## config.mk

```make
export PLATFORM = sky130hd
export DESIGN_NAME = pfd_tdc_counter
export DESIGN_NICKNAME = d
export VERILOG_FILES = /design/src/rtl/pfd_tdc_counter.sv
export SDC_FILE = /design/constraint.sdc
export NUM_CORES = 1
export LEC_CHECK = 0
export BUFFER_PORTS_ARGS = -buffer_cell sky130_fd_sc_hd__buf_2
export CELL_PAD_IN_SITES_DETAIL_PLACEMENT = 0
export CELL_PAD_IN_SITES_GLOBAL_PLACEMENT = 1
export CORE_UTILIZATION = 49
export CTS_CLUSTER_DIAMETER = 100
export CTS_CLUSTER_SIZE = 24
export DETAILED_ROUTE_END_ITERATION = 8
export PLACE_DENSITY_LB_ADDON = 0.1
export SLEW_MARGIN = 20
export SYNTH_ARGS = -nofsm -noshare
export SYNTH_HDL_FRONTEND = slang
export SYNTH_SLANG_ARGS = --single-unit
```

## constraint.sdc

```tcl
create_clock -name clk -period 4.69 [get_ports clk]
set_input_delay 0.2345 -clock clk [delete_from_list [all_inputs] [get_ports clk]]
set_output_delay 0.2345 -clock clk [all_outputs]
set_load 0.01 [all_outputs]
```

## src/rtl/pfd_tdc_counter.sv

```systemverilog
// Counter-based phase/frequency detector: measures the clk-cycle distance between
// synchronized rising edges of ref_in and fb_in and reports magnitude plus lead flag.
module pfd_tdc_counter #(
  parameter int MAG_WIDTH   = 8,
  parameter int SYNC_STAGES = 2,
  parameter int TIMEOUT     = 1023
) (
  input  logic                 clk,
  input  logic                 rstn,
  input  logic                 ref_in,
  input  logic                 fb_in,
  output logic [MAG_WIDTH-1:0] slave_out,
  output logic                 lead,
  output logic                 slave_valid
);

  localparam int CNT_W = $clog2(TIMEOUT + 1);
  localparam logic [MAG_WIDTH-1:0] MAG_MAX     = '1;
  localparam logic [CNT_W-1:0]     CNT_SAT     = CNT_W'(MAG_MAX);
  localparam logic [CNT_W-1:0]     CNT_TIMEOUT = CNT_W'(TIMEOUT);
  localparam logic [CNT_W-1:0]     CNT_ONE     = CNT_W'(1);

  localparam logic [1:0] IDLE     = 2'd0;
  localparam logic [1:0] WAIT_FB  = 2'd1;
  localparam logic [1:0] WAIT_REF = 2'd2;

  logic [SYNC_STAGES-1:0] ref_sync_q, ref_sync_d;
  logic [SYNC_STAGES-1:0] fb_sync_q, fb_sync_d;
  logic                   ref_prev_q, ref_prev_d;
  logic                   fb_prev_q, fb_prev_d;
  logic                   ref_e_q, ref_e_d;
  logic                   fb_e_q, fb_e_d;
  logic [1:0]             state_q, state_d;
  logic [CNT_W-1:0]       cnt_q, cnt_d;
  logic [MAG_WIDTH-1:0]   slave_out_q, slave_out_d;
  logic                   lead_q, lead_d;
  logic                   slave_valid_q, slave_valid_d;

  function automatic logic [MAG_WIDTH-1:0] sat_mag(input logic [CNT_W-1:0] c);
    if (c > CNT_SAT) return MAG_MAX;
    return c[MAG_WIDTH-1:0];
  endfunction

  // Synchronizers followed by a registered rising-edge detector
  always_comb begin
    ref_sync_d = {ref_sync_q[SYNC_STAGES-2:0], ref_in};
    fb_sync_d  = {fb_sync_q[SYNC_STAGES-2:0], fb_in};
    ref_prev_d = ref_sync_q[SYNC_STAGES-1];
    fb_prev_d  = fb_sync_q[SYNC_STAGES-1];
    ref_e_d    = ref_sync_q[SYNC_STAGES-1] & ~ref_prev_q;
    fb_e_d     = fb_sync_q[SYNC_STAGES-1] & ~fb_prev_q;
  end

  always_comb begin
    state_d       = state_q;
    cnt_d         = cnt_q;
    slave_out_d   = slave_out_q;
    lead_d        = lead_q;
    slave_valid_d = 1'b0;
    case (state_q)
      IDLE: begin
        if (ref_e_q && fb_e_q) begin
          slave_valid_d = 1'b1;
          slave_out_d   = '0;
        end else if (ref_e_q) begin
          state_d = WAIT_FB;
          cnt_d   = CNT_ONE;
        end else if (fb_e_q) begin
          state_d = WAIT_REF;
          cnt_d   = CNT_ONE;
        end
      end
      WAIT_FB: begin
        // Closing edge wins over a simultaneous repeat of the opening edge
        if (fb_e_q) begin
          slave_valid_d = 1'b1;
          slave_out_d   = sat_mag(cnt_q);
          lead_d        = 1'b0;
          state_d       = IDLE;
          cnt_d         = '0;
        end else if (ref_e_q) begin
          slave_valid_d = 1'b1;
          slave_out_d   = MAG_MAX;
          lead_d        = 1'b0;
          cnt_d         = CNT_ONE;
        end else if (cnt_q == CNT_TIMEOUT) begin
          slave_valid_d = 1'b1;
          slave_out_d   = MAG_MAX;
          lead_d        = 1'b0;
          state_d       = IDLE;
          cnt_d         = '0;
        end else begin
          cnt_d = cnt_q + CNT_ONE;
        end
      end
      WAIT_REF: begin
        if (ref_e_q) begin
          slave_valid_d = 1'b1;
          slave_out_d   = sat_mag(cnt_q);
          lead_d        = 1'b1;
          state_d       = IDLE;
          cnt_d         = '0;
        end else if (fb_e_q) begin
          slave_valid_d = 1'b1;
          slave_out_d   = MAG_MAX;
          lead_d        = 1'b1;
          cnt_d         = CNT_ONE;
        end else if (cnt_q == CNT_TIMEOUT) begin
          slave_valid_d = 1'b1;
          slave_out_d   = MAG_MAX;
          lead_d        = 1'b1;
          state_d       = IDLE;
          cnt_d         = '0;
        end else begin
          cnt_d = cnt_q + CNT_ONE;
        end
      end
      default: begin
        state_d = IDLE;
        cnt_d   = '0;
      end
    endcase
  end

  always_ff @(posedge clk or negedge rstn) begin
    if (!rstn) begin
      ref_sync_q    <= '0;
      fb_sync_q     <= '0;
      ref_prev_q    <= 1'b0;
      fb_prev_q     <= 1'b0;
      ref_e_q       <= 1'b0;
      fb_e_q        <= 1'b0;
      state_q       <= IDLE;
      cnt_q         <= '0;
      slave_out_q   <= '0;
      lead_q        <= 1'b0;
      slave_valid_q <= 1'b0;
    end else begin
      ref_sync_q    <= ref_sync_d;
      fb_sync_q     <= fb_sync_d;
      ref_prev_q    <= ref_prev_d;
      fb_prev_q     <= fb_prev_d;
      ref_e_q       <= ref_e_d;
      fb_e_q        <= fb_e_d;
      state_q       <= state_d;
      cnt_q         <= cnt_d;
      slave_out_q   <= slave_out_d;
      lead_q        <= lead_d;
      slave_valid_q <= slave_valid_d;
    end
  end

  assign slave_out   = slave_out_q;
  assign lead        = lead_q;
  assign slave_valid = slave_valid_q;

endmodule

```

# Yosys cells after proc, flatten, opt, wreduce, memory -nomap -nowiden
# Cells that the tools add are included.
[op_classes]
reduce_logical = 8
order_cmp = 1
n_addsub = 1
bitwise_logic = 4
n_eq_ne = 10
muxes = 47
[ops]
columns = ["cell", "n"]
rows = [
  ["$mux W10", 8],
  ["$mux W8", 9],
  ["$pmux W10 S3", 1],
  ["$pmux W8 S3", 1],
  ["$mux W1", 17],
  ["$mux W2", 8],
  ["$add A10 B1 Y10 const B", 1],
  ["$eq A10 B10 Y1 const B", 1],
  ["$gt A10 B8 Y1 const B", 1],
  ["$ne A3 B3 Y1 const B", 3],
  ["$ne A4 B4 Y1 const B", 2],
  ["$pmux W2 S3", 1],
  ["$ne A2 B2 Y1 const B", 2],
  ["$reduce_and A2 Y1", 2],
  ["$reduce_and A4 Y1", 1],
  ["$pmux W1 S3", 1],
  ["$reduce_and A3 Y1", 1],
  ["$reduce_bool A3 Y1", 1],
  ["$and A1 B1 Y1", 2],
  ["$eq A2 B1 Y1 const B", 1],
  ["$eq A2 B2 Y1 const B", 1],
  ["$logic_not A2 Y1", 1],
  ["$not A1 Y1", 2],
  ["$pmux W1 S2", 1],
  ["2 further kinds", 2],
]
[word_totals]
word_cells = 82
regBits = 30
input_bits = 4

# Depth between registers and ports, before layout
[logic_depth]
ltp_word = 7
depth_mapped = 7
mapped_depth_nobuf = 6

# Worst setup path after synthesis
# OpenSTA, ideal clock, no wires.
[synth_timing]
path_kind = "flip-flop to flip-flop"
start = "reg cnt_q[0]"
end = "reg slave_out_q[0] (netlist: slave_out[0])"
synth_period_minus_slack_ns = 1.589
path_stages_with_launch = 7
setup_ns = 0.131
setup_slack_ns = 3.101
path_buffers = 1
t_arrival_ns = 1.458
path_cell_list = "dfrtp_1 > ha_1 > and4_1 > a31o_4 > and2_4 > buf_6 > a2bb2oi_1"
[synth_between]
elab_chain_len = 7
word_cells_on_any_way = 15
classes_between = "order compare (1); eq/ne (1); mux (13)"
[synth_lines]
columns = ["element", "line", "text"]
rows = [
  ["start: declaration", "34", "logic [CNT_W-1:0] cnt_q, cnt_d;"],
  ["start signal: assignment", "146", "cnt_q <= cnt_d;"],
  ["$gt A10 B8 Y1", "40", "if (c > CNT_SAT) return MAG_MAX;"],
  ["$mux W1", "40", ""],
  ["$mux W1 (on tied branches)", "97, 75", ""],
  ["$mux W1", "60", "case (state_q)"],
  ["$mux W8", "41", "return c[MAG_WIDTH-1:0];"],
  ["$mux W8 (on tied branches)", "97, 75", ""],
  ["$pmux W8 S3 *", "60", ""],
  ["end signal: assignment", "147", "slave_out_q <= slave_out_d;"],
  ["end: declaration", "35", "logic [MAG_WIDTH-1:0] slave_out_q, slave_out_d;"],
]
# Every way passes the cells marked *; elsewhere a longest branch is shown, timed or not. The select of a mux whose other input is x is not followed.
# A chain may end at the register's enable or synchronous reset.

# Final worst setup path
[layout_timing]
start = "reg state_q[0]"
end = "reg state_q[1]"
[layout_between]
elab_chain_len = 3
word_cells_on_any_way = 9
classes_between = "eq/ne (6); mux (1); reduce/logical (2)"
[layout_lines]
columns = ["element", "line", "text"]
rows = [
  ["start: declaration", "33", "logic [1:0] state_q, state_d;"],
  ["start signal: assignment", "145", "state_q <= state_d;"],
  ["$eq A2 B1 Y1 (tied with other cells)", "60", ""],
  ["$ne A3 B3 Y1 (no line) / $ne A2 B2 Y1 (equally long branches)", "--", ""],
  ["$reduce_and A4 Y1 (no line)", "--", ""],
]
# Several ways; a longest one is shown, not always the timed one.

==> qor.yml <==
yosys:
  synthFlopType: "dfrtp_1"
  synth_top_area_frac: 0.480
  syn_nets: 157
  synth-seq-area-share: 0.480
  ys_ff_latch: 30
  yosysMostFrequentCell: "dfrtp_1"
  ys_types: 40
  synth_edf_count: 0
  syn-cell-area_um2: 1560
  async_reset_ff_frac: 1.00
  yosysTopAreaCell: "dfrtp_1"
  ys_warn_count: 0
  synthTopCellsByArea: "dfrtp_1, a2bb2oi_1, xnor2_1, ha_1, o21a_1"
  syn_area_per_cell_um2: 10.6
  yosys-top-cells-count: "dfrtp_1, nor2_1, o21ai_0"
  netlist_instances: 148
timing:
  max_freq_ghz: 0.502
  fin_tns_setup_ns: 0
  fin_ws_ns: 2.70
  fin_crit_sh: 0.425
  hold_violations: 0
  clock_skew_ns: 0.0124
  slew_violations: 0
  min_period_ns: 1.99
  tightestPinTransition_ns: 0.635
  fin_hold_ws_ns: 0.361
  setup_violations: 0
  rsz0062_at_grt: "false"
  max_slew_margin: 0.573
clock_network:
  clkTransAtPathRegs_ns: 0.10
  insertion_delay_ns: 0.32
  cts-root-buf: "clkbuf_4"
  cts_tree: "built"
  clockBufferDepth: 2
  htree_num_levels: 2
  numCtsBuffers: 5
  cts_sinks: 30
power_and_ir_drop:
  p_per_area_nw_per_um2: 526
  power_leakage_nw: 0.732
  switching_share: 0.398
  peakVddDrop_uv: 275
  p_sw_uw: 361
  seqPwrFrac: 0.395
  p_int_uw: 547
  pwr-share-comb: 0.429
  clkPwrFrac: 0.176
  p_total_uw: 909
setup_path:
  path_class: "reg -> reg"
  worstPathArrival_ns: 2.21
  cp.required_ns: 4.90
  regToRegSetupSlack_ns: 2.70
  start_kind: "register"
  cp_max_fo: 16
  endpoint_kind: "register"
route:
  drc_errors: 0
  via_count: 1166
  dr.pass1.iters: 4
  wl_um: 2940
  routedWlPerCell_um: 14.2
  via_per_inst: 5.61
  drtIter0Drc: 40
  drtAntennaViolNets: 0
place:
  dpl.hpwl_um: 2150
  dpl_cell_area_um2: 1630
  pre_cts_ws_ns: 2.73
  port_buffers: 13
  post-place-cells: 197
  gp_congestion: 0.853
floorplanning:
  rows: 20
  ios: 14
  initial_core_util: 0.517
  die_h_um: 58.5
  core_um2: 3030
  dieArea_um2: 3420
  dieWidth_um: 58.5
global_routing:
  grt_pass1_vias: 1069
  antenna_found_initial: 0
  grt_pass1_wl_um: 5020
  grt_remaining_overflow: 0
  grt_usage: 0.200
  grt_max_degree: 31
finish:
  final_cell_area_um2: 1730
  area_growth_pct: 10.5
  filler_cell_count: 274
  n_antenna_cell: 0
  layout-drive-gt1-share: 0.177
  seq_area_um2: 751
  nets: 172
  stdcell_count: 208
  multi_input_area_um2: 737
  fin_util: 0.571
min_path:
  hp-class: "reg -> reg"
outcome:
  status: "finished clean"
flow_run:
  cap_viol_max_count: 0
[cells by family after synthesis]
group / after synthesis / share of synthesized area
AOI/OAI and AO/OA: 50 / 0.230
muxes: 4 / 0.0256
DFF: 30 / 0.480
adders and majority gates: 5 / 0.0400
xor gates and xnor gates: 8 / 0.0448
and+or+nand+nor: 36 / 0.130
buffers and inverters: 15 / 0.0488
[power by group through the flow]
stage | logic, mW | clock network [mW] | registers, mW
CTS | 0.394 | 0.167 | 0.359
detailed placement | 0.388 | 0 | 0.364
global placement | 0.383 | 0 | 0.360
finish | 0.390 | 0.160 | 0.359
floorplan | 0.290 | 0 | 0.369
global route | 0.436 | 0.178 | 0.368
[repair_timing]
item,CTS,global route
hold buffers,3,0
buffers inserted,0,0
resized for setup,0,0
endpoints found under the hold margin,32,0
[placed cells by master (no fill, tap or decap), types with 2 or more instances in the layout]
cell / count
a211oi_1: 4
a21oi_1: 8
a2bb2oi_1: 8
and4_1: 2
buf_2: 13
clkbuf_4: 5
dfrtp_1: 30
dlygate4sd3_1: 3
ha_1: 5
inv_1: 7
mux2i_1: 4
nand2_1: 4
nand3_1: 4
nand4_1: 2
nand4b_1: 2
nor2_1: 10
nor2b_1: 2
nor3_1: 2
o211ai_1: 2
o21a_1: 8
o21ai_0: 10
o22ai_1: 2
or2_2: 2
xnor2_1: 8
[worst paths after layout]
kind / startpoint / endpoint / cells past startpoint
setup / recovery: state_q[0] / state_q[1] / 6
hold / removal: fb_sync_q[0] / fb_sync_q[1] / 0
setup reg to reg: state_q[0] / state_q[1] / 6
hold reg to reg: fb_sync_q[0] / fb_sync_q[1] / 0
max in group asynchronous: rstn / slave_out[7] / 2
min in group asynchronous: rstn / cnt_q[0] / 2
[flip-flops by register name, indices dropped and copies added, names as in the netlist]
name         flops
slave_valid      1
fb_sync_q        2
ref_e_q          1
ref_prev_q       1
state_q          2
fb_prev_q        1
slave_out        8
cnt_q           10
lead             1
ref_sync_q       2
fb_e_q           1
[layer usage]
layer / wire (um) / GRT usage / vias to the layer above
li1: - / - / 564
met1: 1420 / 0.261 / 565
met2: 1330 / 0.304 / 31
met3: 142 / 0.0681 / 6
met4: 50 / 0.0884 / 0
met5: 0 / 0 / -
[worst max-delay path, stage by stage, from the launching register on]
cell and delay, ns:
dfrtp_1 0.44, inv_1 0.12, ha_1 0.52, mux2i_1 0.19
mux2i_1 0.30, mux2i_1 0.22, o21ai_0 0.10
[area by class of cell]
cell class                      instances  share of cell area
Clock buffer                            6              0.0297
Clock inverter                          2             0.00724
Inverter                                7              0.0152
Multi-Input combinational cell        103               0.427
Sequential cell                        30               0.434
Tap cell                               44              0.0319
Timing Repair Buffer                   16              0.0550
Note: power is estimated with default switching activity, not from simulation.
